`config.mk`:
```
export PLATFORM = sky130hd
export DESIGN_NAME = serial_divider
export DESIGN_NICKNAME = d
export VERILOG_FILES = /design/src/rtl/serial_divider.sv
export SDC_FILE = /design/constraint.sdc
export NUM_CORES = 1
export LEC_CHECK = 0
export BUFFER_PORTS_ARGS = -buffer_cell sky130_fd_sc_hd__buf_2
export CAP_MARGIN = 20
export CORE_MARGIN = 4
export CORE_UTILIZATION = 30
export CTS_CLUSTER_DIAMETER = 150
export CTS_CLUSTER_SIZE = 14
export DETAILED_ROUTE_END_ITERATION = 8
export HOLD_SLACK_MARGIN = 0.12
export PLACE_DENSITY = 0.46
export SYNTH_ARGS = -nofsm -noshare
export SYNTH_HDL_FRONTEND = slang
export SYNTH_SLANG_ARGS = --single-unit
```
`constraint.sdc`:
```
create_clock -name clk -period 2.52 [get_ports clk]
set_input_delay 0.252 -clock clk [delete_from_list [all_inputs] [get_ports clk]]
set_output_delay 0.252 -clock clk [all_outputs]
set_load 0.02 [all_outputs]
```
`src/rtl/serial_divider.sv`:
```
// serial_divider: sequential restoring divider, one quotient bit per clock.
// A start/busy/done handshake wraps the iteration, and a zero divisor is
// detected and flagged instead of iterating.
// Optional build macro: SERIAL_DIVIDER_SIGNED_EN. When it is defined, the
// operands are treated as two's complement. Magnitudes go through the
// unsigned core, and the signs are fixed up on the way out. When it is left
// undefined, the divider is purely unsigned and no sign logic exists.

module serial_divider #(
  parameter int DIVIDEND_WID = 32,
  parameter int DIVISOR_WID  = 32
) (
  input  logic                    clk,
  input  logic                    rst,
  input  logic                    start,
  input  logic [DIVIDEND_WID-1:0] dividend,
  input  logic [DIVISOR_WID-1:0]  divisor,
  output logic                    busy,
  output logic                    done,
  output logic [DIVIDEND_WID-1:0] quotient,
  output logic [DIVISOR_WID-1:0]  remainder,
  output logic                    div_by_zero
);

  // Counter must be able to hold DIVIDEND_WID itself.
  localparam int CNT_WID = $clog2(DIVIDEND_WID + 1);
  localparam logic [CNT_WID-1:0] CNT_LOAD = CNT_WID'(DIVIDEND_WID);
  // Number of dividend bits that survive into a divide-by-zero remainder.
  localparam int MIN_WID = (DIVISOR_WID < DIVIDEND_WID) ? DIVISOR_WID : DIVIDEND_WID;

  typedef enum logic [1:0] {
    IDLE,
    CALC,
    FINISH
  } state_t;

  state_t state;
  state_t state_next;

  // Shift register: the dividend shifts out at the top while quotient bits
  // shift in at the bottom. After the last iteration it holds the quotient.
  logic [DIVIDEND_WID-1:0] dvd_reg;
  logic [DIVISOR_WID-1:0]  dvs_reg;
  logic [DIVISOR_WID-1:0]  rem_reg;
  logic [CNT_WID-1:0]      count;
  logic                    zero_div;

  // Operands as seen by the unsigned core.
  logic [DIVIDEND_WID-1:0] dvd_mag;
  logic [DIVISOR_WID-1:0]  dvs_mag;

  // One restoring step.
  logic [DIVISOR_WID:0]    partial;
  logic [DIVISOR_WID-1:0]  trial_diff;
  logic                    trial_ok;
  logic [DIVISOR_WID-1:0]  rem_step;

  // Results as they will be registered in FINISH.
  logic [DIVIDEND_WID-1:0] q_fin;
  logic [DIVISOR_WID-1:0]  r_fin;
  logic [DIVISOR_WID-1:0]  r_dz;

  logic                    divisor_zero;

`ifdef SERIAL_DIVIDER_SIGNED_EN
  logic dvd_neg_in;
  logic dvs_neg_in;
  logic q_neg;
  logic r_neg;

  assign dvd_neg_in = dividend[DIVIDEND_WID-1];
  assign dvs_neg_in = divisor[DIVISOR_WID-1];

  // The most-negative value has the same bit pattern as its magnitude,
  // so that case is correct as an unsigned magnitude too.
  assign dvd_mag = dvd_neg_in ? (-dividend) : dividend;
  assign dvs_mag = dvs_neg_in ? (-divisor) : divisor;
`else
  assign dvd_mag = dividend;
  assign dvs_mag = divisor;
`endif

  assign divisor_zero = (divisor == '0);
  assign busy         = (state != IDLE);

  // State register.
  always_ff @(posedge clk) begin
    if (rst) begin
      state <= IDLE;
    end else begin
      state <= state_next;
    end
  end

  // Next-state logic. A zero divisor skips iteration entirely.
  always_comb begin
    state_next = state;
    case (state)
      IDLE: begin
        if (start) begin
          state_next = divisor_zero ? FINISH : CALC;
        end
      end
      CALC: begin
        if (count == CNT_WID'(1)) begin
          state_next = FINISH;
        end
      end
      FINISH: begin
        state_next = IDLE;
      end
      default: begin
        state_next = IDLE;
      end
    endcase
  end

  // One restoring step. When the trial fails, the remainder keeps the
  // partial value, which already has the next dividend bit shifted in.
  always_comb begin
    partial    = {rem_reg, dvd_reg[DIVIDEND_WID-1]};
    trial_ok   = (partial >= {1'b0, dvs_reg});
    trial_diff = partial[DIVISOR_WID-1:0] - dvs_reg;
    rem_step   = trial_ok ? trial_diff : partial[DIVISOR_WID-1:0];
  end

  // Final quotient/remainder, including the divide-by-zero substitution and
  // (in signed builds) sign restoration.
  always_comb begin
    r_dz = '0;
    for (int i = 0; i < MIN_WID; i++) begin
      r_dz[i] = dvd_reg[i];
    end
    q_fin = dvd_reg;
    r_fin = rem_reg;
    if (zero_div) begin
      q_fin = '1;
      r_fin = r_dz;
    end
`ifdef SERIAL_DIVIDER_SIGNED_EN
    if (!zero_div && q_neg) begin
      q_fin = -dvd_reg;
    end
    if (r_neg) begin
      r_fin = -r_fin;
    end
`endif
  end

  // Datapath: operand capture, iteration and result registration.
  always_ff @(posedge clk) begin
    if (rst) begin
      dvd_reg     <= '0;
      dvs_reg     <= '0;
      rem_reg     <= '0;
      count       <= '0;
      zero_div    <= 1'b0;
      done        <= 1'b0;
      quotient    <= '0;
      remainder   <= '0;
      div_by_zero <= 1'b0;
`ifdef SERIAL_DIVIDER_SIGNED_EN
      q_neg       <= 1'b0;
      r_neg       <= 1'b0;
`endif
    end else begin
      done <= 1'b0;
      case (state)
        IDLE: begin
          if (start) begin
            dvd_reg     <= dvd_mag;
            dvs_reg     <= dvs_mag;
            rem_reg     <= '0;
            count       <= CNT_LOAD;
            zero_div    <= divisor_zero;
            div_by_zero <= 1'b0;
`ifdef SERIAL_DIVIDER_SIGNED_EN
            q_neg       <= dvd_neg_in ^ dvs_neg_in;
            r_neg       <= dvd_neg_in;
`endif
          end
        end
        CALC: begin
          dvd_reg <= {dvd_reg[DIVIDEND_WID-2:0], trial_ok};
          rem_reg <= rem_step;
          count   <= count - CNT_WID'(1);
        end
        FINISH: begin
          quotient    <= q_fin;
          remainder   <= r_fin;
          div_by_zero <= zero_div;
          done        <= 1'b1;
        end
        default: begin
          done <= 1'b0;
        end
      endcase
    end
  end

endmodule

```
; Word-level counts from Yosys, hierarchy flattened
; Cells that the tools add are included.
[op_classes]
n_addsub = 2
mul = 0
n_reduce_logical = 9
mux = 16
n_eq_ne = 5
order_cmp = 1
div = 0
shifts = 0
n_bitwise = 0
[ops]
columns = cell, count
row1 = two-way mux 32 bit, 5
row2 = one-hot mux 32 bit (2 select lines), 2
row3 = greater-or-equal comparator 33 x 32 -> 1 bit, 1
row4 = logical NOT 32 bit, 1
row5 = subtractor 32 bit, 1
row6 = one-hot mux 6 bit (2 select lines), 1
row7 = AND reduction 2 bit, 4
row8 = equality test 6 x 1 -> 1 bit (second input constant), 1
row9 = two-way mux 2 bit, 3
row10 = two-way mux 6 bit, 1
row11 = nonzero test 2 bit, 3
row12 = subtractor 6 x 1 -> 6 bit (second input constant), 1
row13 = != test 2 bit (second input constant), 2
row14 = one-hot mux 2 bit (2 select lines), 1
row15 = equality test 2 x 1 -> 1 bit (second input constant), 1
row16 = equality test 2 bit (second input constant), 1
row17 = logical NOT 2 bit, 1
row18 = two-way mux 1 bit, 2
row19 = one-hot mux 1 bit (2 select lines), 1
[totals]
mem_count = 0
elab_cells = 43
reg_bits = 171
mem_bits_ro = 0
out_inout_bits = 67
mem_bits_rw = 0
input_bits = 67
latch_bits = 0

; Longest topological paths before layout
[logic_depth]
depth_word = 4
depth_mapped = 13

; Worst setup path after synthesis
; OpenSTA, ideal clock, no wires.
[synth_timing]
kind = reg-to-reg
start = register dvs_reg[14]
end = register rem_reg[10]
arrival_ns = 2.404
path_stages_with_launch = 14
setup_slack_ns = -0.012
path_buffers = 2
setup_time_ns = 0.128
synth_period_minus_slack_ns = 2.532
cell_sequence = dfxtp_1 inv_1 ha_1 buf_4 inv_1 nor3_2 o2111ai_1 o21ai_2 nand4_1 a31o_2 o211ai_4 buf_6 mux2i_1 o21ai_1
[synth_via]
elab_chain_len = 3
[synth_lines]
columns = item, line
row1 = from (decl), 43  ; logic [DIVISOR_WID-1:0] dvs_reg;
row2 = from (signal assigned), 172  ; dvs_reg <= dvs_mag;
row3 = greater-or-equal comparator 33 x 32 -> 1 bit, 122  ; trial_ok = (partial >= {1'b0, dvs_reg});
row4 = two-way mux 32 bit, 124  ; rem_step = trial_ok ? trial_diff : partial[DIVISOR_WID-1:0];
row5 = one-hot mux 32 bit (2 select lines), 168  ; case (state)
row6 = to (signal assigned), 185  ; rem_reg <= rem_step;
row7 = to (decl), 44  ; logic [DIVISOR_WID-1:0] rem_reg;
; No other way between the ends.
; A chain may end at the register's enable or synchronous reset.

; Worst setup path in the final report
[layout_timing]
start = register dvs_reg[6]
end = register rem_reg[15]
[layout_via]
elab_chain_len = 3
word_cells_on_any_way = 4
cone_classes = 1 x add/sub / 1 x order compare / 2 x mux
[layout_lines]
columns = item, line
row1 = subtractor 32 bit / greater-or-equal comparator 33 x 32 -> 1 bit (equally long branches), "123, 122"
row2 = two-way mux 32 bit *, 124
row3 = one-hot mux 32 bit (2 select lines) *, 168
; Every way passes the cells marked *; elsewhere a longest branch is shown, timed or not.

==> reports/results.txt <==
The run finished, with violations left. The final reports fail on setup timing. The detailed-router iteration count before antenna repair is 4. After floorplanning, the core was divided into 62 placement rows. The min-delay analysis places its worst path in the category input port to flip-flop. Final antenna diode count: 0.

During synthesis, Yosys emitted a total of 0 warnings. For the post-layout utilization of the core, the log shows 0.415. In this run the remaining antenna-violating nets after routing total 0.

The routed layout has 8513 vias. The number of antenna violations at the first check in global routing is 0. The run gives 10600 um^2 as the post-placement cell area. Yosys mapped the design onto 55 distinct sky130hd cell types. Synthesis produced a netlist whose cell count is 1153. The kind of cell adding the most delay to the critical path is compound AO/OA/AOI/OAI gates. The number of enable-type register cells in the synthesized netlist was 0; the largest net degree at the start of global routing was 86. The run gives 5.02 nW as the static leakage. Critical setup path kind: flip-flop to flip-flop.

The wire length per cell after detailed routing was 16.2 um. After global routing the overflow that remains totals 0. For the final weighted congestion in routability-driven placement, the log shows 0.869.

The tools report the initial cell density of the core as 0.307. The I/O pin count was 134. In the routed layout, each cell is associated on average with a via count of 4.81.

The clock reaches the later pin of the worst-skew pair after 0.43 ns. Setup violations remaining at the end of the flow were counted as 4. The post-synthesis average cell area was 7.70 um^2; the wire length of the first global-routing pass was 46100 um.

After detailed routing, the met3 layer carries 1030 um of wire. Along the worst path, the maximum fanout reaches 4. The root buffer cell chosen for the clock tree is sky130_fd_sc_hd__clkbuf_16. The final max-slew violation count came out at 0. The sequential cell area fraction in the yosys report is 0.385, and the worst setup slack before clock tree synthesis is -0.262 ns. Derived from the worst setup path, the maximum achievable clock frequency is 395 MHz.

Once layout is done, the placed cells without fillers occupy 12000 um^2. Final hold analysis gives a worst-case slack of 0.229 ns. Together, buffers and inverters on the worst path number 3. After routing, the total negative slack on setup checks comes to -0.0423 ns. The H-tree depth came out at 4.

After clock tree synthesis, the clock-pin slew on the worst setup and hold paths is 0.08 ns. For the worst setup path, the data required time is 2.82 ns. After detailed routing, the number of remaining DRC violations is 0. From left edge to right edge, the die measures 180 um. For the post-route met1 wirelength, the log shows 15200 um. Among all stages on the critical path, the largest delay is contributed by sky130_fd_sc_hd__dfxtp_2. TritonCTS built the clock tree. The largest incremental delay on the critical path was 0.33 ns; the total nets after synthesis was 1255. After detailed routing, the total wire length is 28600 um. The tools report the max-slew headroom at the worst pin as 0.370. TritonCTS created 17 clock buffers.

After synthesis the cells add up to 8880 um^2. At the pin with the least slew margin, the transition time is 0.945 ns. The count of buffers inserted at the top-level ports is 133. The fraction of layout cells with a size suffix above 1 is 0.260. The aggregate global-route resource usage is 0.173, and the logic depth of the worst setup path including buffers is 13. The routed design uses 12100 um of met2 wire. For the number of hold violations in the final report, the log shows 0.

Setup repair after global routing could not meet its margin everywhere. The async set or reset register ratio after synthesis works out to 0. The worst hold path was traced through 4 stages.

The tree built by TritonCTS fans out to 171 sinks. Uppermost metal layer occupied by signal nets: met4. The die height works out to 180 um. The final worst setup slack is -0.0121 ns.

The synthesized design contains 171 register bits. Power spread over the standard cell area amounts to 987 nW/um^2. Part of the cycle the worst path needs: 1.00. The final net count was 1476; the count of maximum capacitance violations was 0. STA classifies the critical path endpoint as a flip-flop.

The die covers 32400 um^2. In this run the standard cell core region covers 28900 um^2. The first routing iteration left 452 violations.

The worst-case IR drop observed on VDD is 0.540 mV. Commonest register cell after synthesis: sky130_fd_sc_hd__dfxtp_1. The post-route minimum period is 2.53 ns.

The total instance count after detailed placement came out at 1695. The longest clock path from root to sink contains 2 buffers. After the flow finishes, the layout carries non-filler instances totaling 1771.

Counting stages on the worst path, the most repeated cell is sky130_fd_sc_hd__a21oi_4. At the worst endpoint, the arrival time is 2.83 ns. The worst register-to-register path has a depth of 13. The tools report the clock skew after layout as 0.0126 ns. Traced cell by cell, the critical path runs through inv_1 > ha_4 > a21oi_4 > a21oi_4 > o2111ai_2 > o21ai_2 > nand4_1 > a31o_2 > o211ai_4 > buf_6 > clkbuf_16 > mux2i_1 > o21ai_1. The design draws 11.9 mW. STA classifies the critical path startpoint as a flip-flop. The tools report the HPWL reported at the end of detailed placement as 21100 um.

The number of global-route vias before repair was 8401; the area growth from synthesis to final layout was 35.2%.
power by group:
group,total [mW],internal [mW],switching [mW]
registers,3.27,2.97,0.300
clock network,2.62,1.33,1.29
logic,5.97,2.95,3.02
total,11.9,7.25,4.61
per-layer routing:
layer / GRT usage / vias up
met5: 0 / -
met4: 0.0360 / 0
met3: 0.0319 / 20
met2: 0.260 / 150
met1: 0.260 / 3931
li1: - / 4412
synthesized netlist by cell type (10+ instances only):
library cell	count	area, um^2
sky130_fd_sc_hd__a21o_1	14	105
sky130_fd_sc_hd__nor3_1	99	495
sky130_fd_sc_hd__inv_1	46	173
sky130_fd_sc_hd__o21ai_1	23	115
sky130_fd_sc_hd__nor2_1	185	694
sky130_fd_sc_hd__clkbuf_1	63	236
sky130_fd_sc_hd__a21oi_1	99	495
sky130_fd_sc_hd__nand2_1	126	473
sky130_fd_sc_hd__xor2_1	19	166
sky130_fd_sc_hd__mux2i_1	55	551
sky130_fd_sc_hd__nor2b_1	36	225
sky130_fd_sc_hd__nor4_1	11	68.8
sky130_fd_sc_hd__ha_1	34	425
sky130_fd_sc_hd__nand4_1	10	62.6
sky130_fd_sc_hd__o21ai_0	22	110
sky130_fd_sc_hd__a211oi_1	36	270
sky130_fd_sc_hd__xnor2_1	13	114
sky130_fd_sc_hd__nand3_1	11	55.1
sky130_fd_sc_hd__nand2b_1	10	62.6
sky130_fd_sc_hd__dfxtp_1	171	3420
sky130_fd_sc_hd__buf_1	10	37.5
worst register-to-register path, delay by kind of cell (launching register included):
kind | cells | cell delay [ns]
compound gates | 7 | 1.11
fa+ha+maj | 1 | 0.29
buf+inv | 3 | 0.36
flops | 1 | 0.33
mux | 1 | 0.17
simple gates | 1 | 0.14
cells in the final DEF (no fill, tap or decap), types with 5 or more instances in the layout:
cell	instances
sky130_fd_sc_hd__buf_4	102
sky130_fd_sc_hd__nor2_1	181
sky130_fd_sc_hd__nand2_1	122
sky130_fd_sc_hd__dlygate4sd3_1	34
sky130_fd_sc_hd__buf_2	132
sky130_fd_sc_hd__xor2_1	19
sky130_fd_sc_hd__nor2b_1	35
sky130_fd_sc_hd__o2bb2a_1	5
sky130_fd_sc_hd__a21o_1	14
sky130_fd_sc_hd__inv_1	39
sky130_fd_sc_hd__o21ai_1	30
sky130_fd_sc_hd__a21oi_4	5
sky130_fd_sc_hd__clkinv_4	5
sky130_fd_sc_hd__ha_1	22
sky130_fd_sc_hd__nand4_1	10
sky130_fd_sc_hd__nand2b_1	8
sky130_fd_sc_hd__ha_4	12
sky130_fd_sc_hd__o21ai_0	14
sky130_fd_sc_hd__inv_8	5
sky130_fd_sc_hd__xnor2_1	13
sky130_fd_sc_hd__nor3_1	98
sky130_fd_sc_hd__a21oi_1	93
sky130_fd_sc_hd__nand3_1	9
sky130_fd_sc_hd__a211oi_1	35
sky130_fd_sc_hd__dfxtp_1	155
sky130_fd_sc_hd__inv_2	7
sky130_fd_sc_hd__mux2i_1	53
sky130_fd_sc_hd__clkbuf_16	18
sky130_fd_sc_hd__dfxtp_2	15
sky130_fd_sc_hd__buf_6	6
sky130_fd_sc_hd__nor4_1	9
final timing paths:
check / startpoint / end / slack (ns)
worst min-delay path: start / dvd_reg[1] / 0.23
worst max-delay path: dvs_reg[6] / rem_reg[15] / -0.01
worst max register to register: dvs_reg[6] / rem_reg[15] / -0.01
worst min register to register: dvs_reg[20] / dvs_reg[20] / 0.45
area by class of cell:
cell class / instances / area (um^2)
Fill cell: 3019 / 16900
Multi-Input combinational cell: 857 / 5350
Sequential cell: 171 / 3450
Timing Repair Buffer: 281 / 1980
Tap cell: 384 / 480
Clock buffer: 18 / 429
Inverter: 46 / 173
Clock inverter: 14 / 156
cells by family after synthesis:
logic type | Yosys count | synth area share
flip-flops | 171 | 0.385
buffers and inverters | 125 | 0.0561
AO/OA/AOI/OAI | 234 | 0.164
AND/OR/NAND/NOR | 501 | 0.251
XOR/XNOR | 32 | 0.0315
adder cells (fa/ha/maj) | 35 | 0.0501
multiplexers | 55 | 0.0620
what timing repair did:
action | 4_1_cts | 5_1_grt
hold endpoints to repair | 36 | 0
setup endpoints to repair | 33 | 33
gates cloned | 1 | 1
hold buffers | 34 | 0
gates resized for setup | 50 | 45
pin swaps | 16 | 14
buffers inserted | 5 | 4
Note: power is estimated with default switching activity, not from simulation.
